===== config.mk =====
export PLATFORM = sky130hd
export DESIGN_NAME = fetch_unit_flat
export DESIGN_NICKNAME = d
export VERILOG_FILES = /design/src/rtl/fetch_unit_if.sv /design/src/rtl/fetch_unit.sv /design/src/flat_wrapper.sv
export SDC_FILE = /design/constraint.sdc
export NUM_CORES = 1
export LEC_CHECK = 0
export CORE_MARGIN = 2
export CORE_UTILIZATION = 55
export DETAILED_ROUTE_END_ITERATION = 16
export PLACE_DENSITY = 0.76
export RECOVER_POWER = 100
export SYNTH_ARGS = -nofsm -noshare
export SYNTH_HDL_FRONTEND = slang
export SYNTH_SLANG_ARGS = --single-unit

===== constraint.sdc =====
create_clock -name clk -period 10.9 [get_ports clk]
set_clock_uncertainty 0.2 [all_clocks]
set_input_delay 1.635 -clock clk [delete_from_list [all_inputs] [get_ports clk]]
set_output_delay 1.635 -clock clk [all_outputs]
set_load 0.02 [all_outputs]

===== src/rtl/fetch_unit_if.sv =====
// fetch_unit_if: bundles decode control, the instruction BRAM port and the IF/ID-facing outputs
interface fetch_unit_if #(parameter int ADDR_W = 14);
    logic              stall;
    logic              redirect;
    logic [63:0]       redirect_pc;
    logic              imem_en;
    logic [ADDR_W-1:0] imem_addr;
    logic [31:0]       imem_data;
    logic              inst_valid;
    logic [31:0]       inst;
    logic [63:0]       inst_pc;
    logic [63:0]       fetch_pc;
    logic              misalign_err;
    modport master (
        input  stall, redirect, redirect_pc, imem_data,
        output imem_en, imem_addr, inst_valid, inst, inst_pc, fetch_pc, misalign_err
    );
    modport slave (
        output stall, redirect, redirect_pc, imem_data,
        input  imem_en, imem_addr, inst_valid, inst, inst_pc, fetch_pc, misalign_err
    );
endinterface


===== src/rtl/fetch_unit.sv =====
// fetch_unit: drives a 1-cycle BRAM, buffers {word, pc} in a credit-limited prefetch queue
// and presents the head to decode; redirect squashes the queue and any returning word.
module fetch_unit #(
    parameter logic [63:0] RESET_PC = 64'h0,
    parameter int          DEPTH    = 4,
    parameter int          ADDR_W   = 14
) (
    input logic          clk,
    input logic          reset,
    fetch_unit_if.master bus
);
    localparam int PW = $clog2(DEPTH);
    typedef enum logic {BOOT, RUN} state_t;
    state_t      state, state_nxt;
    logic [31:0] q_inst [DEPTH];
    logic [63:0] q_pc [DEPTH];
    logic [PW-1:0] head, tail;
    logic [PW:0]   count;
    logic          inflight, misalign, valid, issue, req, push, pop;
    logic [63:0]   tag_pc, fetch_pc, req_pc;
    always_ff @(posedge clk or posedge reset) begin
        if (reset) state <= BOOT;
        else state <= state_nxt;
    end
    // Credits count the in-flight word so a push can never find the queue full
    always_comb begin
        state_nxt = RUN;
        valid     = count != '0;
        issue     = (state == RUN) && ((count + (PW+1)'(inflight)) < (PW+1)'(DEPTH));
        req       = (state == RUN) && (issue || bus.redirect);
        req_pc    = bus.redirect ? bus.redirect_pc : fetch_pc;
        push      = inflight && !bus.redirect;
        pop       = valid && !bus.stall && !bus.redirect;
    end
    assign bus.imem_en      = req;
    assign bus.imem_addr    = req_pc[ADDR_W+1:2];
    assign bus.inst_valid   = valid;
    assign bus.inst         = valid ? q_inst[head] : 32'h0000_0013;
    assign bus.inst_pc      = valid ? q_pc[head] : 64'h0;
    assign bus.fetch_pc     = fetch_pc;
    assign bus.misalign_err = misalign;
    always_ff @(posedge clk or posedge reset) begin
        if (reset) begin
            head     <= '0;
            tail     <= '0;
            count    <= '0;
            inflight <= 1'b0;
            tag_pc   <= '0;
            fetch_pc <= RESET_PC;
            misalign <= 1'b0;
        end else begin
            inflight <= req;
            if (req) begin
                tag_pc   <= req_pc;
                fetch_pc <= req_pc + 64'd4;
            end else if (bus.redirect) begin
                fetch_pc <= bus.redirect_pc;
            end
            if (bus.redirect && bus.redirect_pc[1:0] != 2'b00) misalign <= 1'b1;
            if (bus.redirect) begin
                head  <= '0;
                tail  <= '0;
                count <= '0;
            end else begin
                head  <= head + PW'(pop);
                tail  <= tail + PW'(push);
                count <= count + (PW+1)'(push) - (PW+1)'(pop);
            end
        end
    end
    always_ff @(posedge clk) begin
        if (push) begin
            q_inst[tail] <= bus.imem_data;
            q_pc[tail]   <= tag_pc;
        end
    end
endmodule

===== src/flat_wrapper.sv =====
// flat-port wrapper written by rule: the top's interface ports become plain ports
module fetch_unit_flat 
#(
    parameter logic [63:0] RESET_PC = 64'h0,
    parameter int          DEPTH    = 4,
    parameter int          ADDR_W   = 14
)
  (clk, reset, bus_stall, bus_redirect, bus_redirect_pc, bus_imem_data, bus_imem_en, bus_imem_addr, bus_inst_valid, bus_inst, bus_inst_pc, bus_fetch_pc, bus_misalign_err);
  fetch_unit_if #(.ADDR_W(ADDR_W)) bus_i ();
  input logic clk;
  input logic reset;
  input wire logic [$bits(bus_i.stall)-1:0] bus_stall;
  input wire logic [$bits(bus_i.redirect)-1:0] bus_redirect;
  input wire logic [$bits(bus_i.redirect_pc)-1:0] bus_redirect_pc;
  input wire logic [$bits(bus_i.imem_data)-1:0] bus_imem_data;
  output wire logic [$bits(bus_i.imem_en)-1:0] bus_imem_en;
  output wire logic [$bits(bus_i.imem_addr)-1:0] bus_imem_addr;
  output wire logic [$bits(bus_i.inst_valid)-1:0] bus_inst_valid;
  output wire logic [$bits(bus_i.inst)-1:0] bus_inst;
  output wire logic [$bits(bus_i.inst_pc)-1:0] bus_inst_pc;
  output wire logic [$bits(bus_i.fetch_pc)-1:0] bus_fetch_pc;
  output wire logic [$bits(bus_i.misalign_err)-1:0] bus_misalign_err;
  assign bus_i.stall = bus_stall;
  assign bus_i.redirect = bus_redirect;
  assign bus_i.redirect_pc = bus_redirect_pc;
  assign bus_i.imem_data = bus_imem_data;
  assign bus_imem_en = bus_i.imem_en;
  assign bus_imem_addr = bus_i.imem_addr;
  assign bus_inst_valid = bus_i.inst_valid;
  assign bus_inst = bus_i.inst;
  assign bus_inst_pc = bus_i.inst_pc;
  assign bus_fetch_pc = bus_i.fetch_pc;
  assign bus_misalign_err = bus_i.misalign_err;
  fetch_unit #(.RESET_PC(RESET_PC), .DEPTH(DEPTH), .ADDR_W(ADDR_W)) u_core (.clk(clk), .reset(reset), .bus(bus_i));
endmodule

* Word-level counts from Yosys, hierarchy flattened *
Memories as Yosys holds them, arrays and structs flattened.
Index checks and enable logic that the tools add are counted.

word-level totals
  bits in registers = 138
  memory bits (writable) = 384
  input bits = 100
  output and inout bits = 177
  logic and storage cells = 37
  memories kept = 2

memories
  name           depth  width  rd ports  clocked after memory_dff  write ports  line              source
  u_core.q_pc    4      64     1         0                         1            fetch_unit.sv:16  logic [63:0] q_pc [DEPTH];
  u_core.q_inst  4      32     1         0                         1            fetch_unit.sv:15  logic [31:0] q_inst [DEPTH];

operators by class
  $add $sub $neg = 6
  $lt $le $gt $ge = 1
  mux-type cells = 9
  reductions and logical operators = 11

operator list
  cell                                                              count
  64-bit two-way mux                                                3
  64-bit by 3-bit adder with 64-bit output (second input constant)  1
  32-bit two-way mux                                                1
  3-bit by 1-bit adder with 3-bit output                            2
  1-bit logical AND                                                 6
  2-bit by 1-bit adder with 2-bit output                            2
  2-bit two-way mux                                                 2
  3-bit less-than comparator (second input constant)                1
  3-bit two-way mux                                                 1
  3-bit nonzero test                                                1
  3-bit by 1-bit subtractor with 3-bit output                       1
  1-bit logical NOT                                                 2
  1-bit two-way mux                                                 2
  2-bit nonzero test                                                1
  1-bit logical OR                                                  1

* Logic depth before layout (Yosys ltp) *
  word-level depth = 6
  gate-level depth with buffers = 16

* Worst setup path before layout *
Ideal clock, no wire load.

  kind = input to register
  start = in bus_redirect
  end = mem u_core.q_inst[0][0], enable pin
  setup time = 0.688 ns
  data arrival time = 9.641 ns
  slack = 0.371 ns
  cell stages on the path = 7
  buffers on the path = 5
  cells stage by stage = buf_6 > buf_6 > buf_4 > buf_2 > buf_2 > nor2b_1 > nor3b_1

between the ends
  word-level cells in the longest chain between the ends = 4

RTL lines
  item                                     line                source
  from (decl)                              flat_wrapper.sv:13  input wire logic [$bits(bus_i.redirect)-1:0] bus_redirect;
  1-bit logical NOT                        fetch_unit.sv:32    push = inflight && !bus.redirect;
  1-bit logical AND                        fetch_unit.sv:32
  1-bit two-way mux                        fetch_unit.sv:72    if (push) begin
  1-bit two-way mux (implied by the code)  fetch_unit.sv:73    q_inst[tail] <= bus.imem_data;
  to (decl)                                fetch_unit.sv:15

Every way passes these cells.

* Final worst setup path *
  start = reg u_core.head[0]
  end = out bus_inst[0]

between the ends
  word-level cells in the longest chain between the ends = 2

RTL lines
  item                    line                source
  from (decl)             fetch_unit.sv:17    logic [PW-1:0] head, tail;
  from (signal assigned)  fetch_unit.sv:65    head <= head + PW'(pop);
  memory 4 x 32 bit       -
  32-bit two-way mux      fetch_unit.sv:38    assign bus.inst = valid ? q_inst[head] : 32'h0000_0013;
  to (decl)               flat_wrapper.sv:19  output wire logic [$bits(bus_i.inst)-1:0] bus_inst;

Every way passes these cells.

==> flow_summary.toml <==
[run_status]
status = "finished, violations left"
failed_checks = "capacitance limit, slew limit"

[final_layout]
drive_above_1_share_pct = 12.4
nFillCells = 2583
layout_commonest_cell = "edfxtp_1"
fin_nets = 1714
stdcell_area_sq_mm = 0.0265
area_growth_pct = 21.6
mostFrequentLayoutCells = "edfxtp_1 (384), clkdlybuf4s50_1 (142), dfrtp_1 (137)"

[clock_network]
clk_latency_ps = 580
cts.sinks = 522
path_clk_slew_ps = 60
postCtsSetupBuffers = 0
ctsHoldBuffers = 0
cts_root_buf = "clkbuf_16"
cts_tree = "done"
htreeDepth = 2
cts.repair.resized = 0
cts_buffers = 52
cts.path.max_buffers = 3

[timing]
setup_viol = 0
rsz0062_at_grt = "false"
fin_crit_ps = 7850
slew_viol_final = 826
maxSlewHeadroom_pct = -193
max_freq_mhz = 127
hold_viol = 0
fin_crit_sh_pct = 72.1
fin_setup_tns_ps = 0
tightest_slew_ps = 4400

[logic_synthesis]
synthArstFlopShare_pct = 26.4
syn-cell-area_sq_mm = 0.0218
yosys.area_share.xor_xnor_pct = 2.58
syn_avg_cell_area_sq_um = 16.2
synth-simple-area-share_pct = 9.98
ys_seq_area_share_pct = 68.9
synth_edf_count = 384
synth_top_family_by_area = "multiplexers"
ys_warn_count = 0
ys_ff_latch = 522
synth_adder_area_share_pct = 0.380
syn_inst = 1342
synth_compound_area_share_pct = 2.99
muxShareOfSynthArea_pct = 12.9
synth_fp_nets = 1448
ys.flop_type = "edfxtp_1"
synth_cell_types = 58

[power_and_ir_drop]
power.leakage_nw = 9.15
power.switching_mw = 1.56
switching_share_pct = 28.2
clkPwrFrac_pct = 32.0
power.density_mw_per_mm2 = 210
intPower_mw = 3.98
p_seq_share_pct = 44.6
p_comb_share_pct = 23.4
irDropWorstVdd_mv = 0.119

[grt]
grt_pass1_vias = 12900
grt_pass1_wl_um = 76000
grt_max_degree = 114
antenna_found_initial = 5
grt.total_usage_pct = 24.5
grt-ovfl-total = 0

[floorplan]
die_h_um = 203
ios = 277
row_count = 72
coreArea_sq_mm = 0.0388
start_util_pct = 56.0
die_w_um = 203
die_area_sq_mm = 0.0412

[placed_design]
place.port_buffers = 276
gp_congestion = 0.900
dpl.hpwl_um = 31400
place_area_sq_mm = 0.0249

[run]
max-cap-violations = 17

[routing]
drt_iter0_drc = 903
drt.antenna.violating_nets = 0
viasPerCell = 5.79
drtPass1Iterations = 5
drc = 0
avgRoutedWirePerCell_um = 22.9
num_vias = 12600
routed_wirelength_um = 49700

[worst_setup_path]
worst_setup_path_end_kind = "primary output"
crit_fanout = 43
worstSetupStartpointType = "flip-flop"
required_ps = 9070
critical_path_arrival_ps = 6020
path_class = "reg2out"
r2r_slack_ps = 4840

[min_path]
hold_class = "reg2reg"
[power by group through the flow]
| stage | registers (mW) | logic [mW] | clock network (mW) |
|---|---|---|---|
| global route | 2.50 | 1.39 | 1.87 |
| detailed placement | 2.51 | 1.33 | 0 |
| finish | 2.48 | 1.30 | 1.77 |
| CTS | 2.47 | 1.34 | 1.80 |
| global placement | 2.50 | 1.32 | 0 |
| floorplan | 2.50 | 0.720 | 0 |
[layer usage]
layer  track usage, %  vias to the layer above  part of all wire [%]
li1                 -                     5611                     -
met4             6.60                        6                   2.4
met2             39.0                      438                    47
met5                0                        -                 0.087
met1             33.5                     6419                    42
met3             7.05                      101                   8.1
[cell type report]
cell class / instances / area, sq um / area share [%]
Sequential cell: 522 / 15000 / 56.7
Antenna cell: 2 / 5.00 / 0.0189
Tap cell: 518 / 648 / 2.45
Clock buffer: 69 / 1420 / 5.35
Clock inverter: 27 / 280 / 1.06
Inverter: 19 / 72.6 / 0.274
Timing Repair Buffer: 292 / 2840 / 10.7
Multi-Input combinational cell: 721 / 6210 / 23.5
[critical path, stage by stage (launching register included)]
cell,delay [ps]
dfrtp_1,1050
clkbuf_1,2660
mux4_2,750
or2_2,300
dlygate4sd3_1,650
[worst paths after layout]
kind / start / end / depth (start not counted)
max reg2reg: u_core.inflight / u_core.q_pc[3][34] / 3
max in group asynchronous: reset / u_core.tag_pc[23] / 3
min in group asynchronous: reset / u_core.tag_pc[60] / 2
min: u_core.bus.misalign_err / u_core.bus.misalign_err / 1
min reg2reg: u_core.bus.misalign_err / u_core.bus.misalign_err / 1
max: u_core.head[0] / bus_inst[0] / 4
[flip-flops by register name (all words and copies together) (netlist names)]
| name | flops |
|---|---|
| u_core.bus.fetch_pc | 64 |
| u_core.bus.misalign_err | 1 |
| u_core.count | 3 |
| u_core.head | 2 |
| u_core.inflight | 1 |
| u_core.q_inst | 128 |
| u_core.q_pc | 256 |
| u_core.state | 1 |
| u_core.tag_pc | 64 |
| u_core.tail | 2 |
[synth_stat cells, types with 9 or more instances]
master	instances	area share, %
inv_1	18	0.31
xnor2_1	30	1.2
nand3_1	46	1.1
xor2_1	34	1.4
dfrtp_1	138	16
nor2_1	19	0.33
nand4_1	23	0.66
nand2_1	111	1.9
mux2i_1	47	2.2
buf_4	16	0.55
nand3b_1	20	0.69
mux2_2	14	0.72
mux4_2	96	9.9
edfxtp_1	384	53
nor2b_1	15	0.43
o21ai_0	58	1.3
a21oi_1	13	0.30
clkbuf_1	32	0.55
buf_1	9	0.16
and2_1	95	2.7
buf_2	17	0.39
[metrics by stage]
step | power, mW | hold slack [ps] | setup slack (ps) | cells | util [%]
2_1_floorplan | 3.22 | 272 | 371 | 1342 | -
6_report | 5.55 | 287 | 3050 | 2170 | 68.1
4_1_cts | 5.62 | 291 | 4630 | 2168 | 68.5
3_3_place_gp | 3.82 | 250 | 4680 | 2072 | 64.1
3_5_place_dp | 3.84 | 273 | 4630 | 2072 | 64.1
5_1_grt | 5.76 | 311 | 2320 | 2169 | 68.1
[cell families after synthesis]
| kind of cell | count (synthesis) |
|---|---|
| flip-flops | 522 |
| multiplexers | 158 |
| other | 1 |
| AO/OA/AOI/OAI | 106 |
| XOR/XNOR | 64 |
| buffers and inverters | 99 |
| AND/OR/NAND/NOR | 386 |
| adder cells (fa/ha/maj) | 6 |
Power figures use the tool's default switching activity.
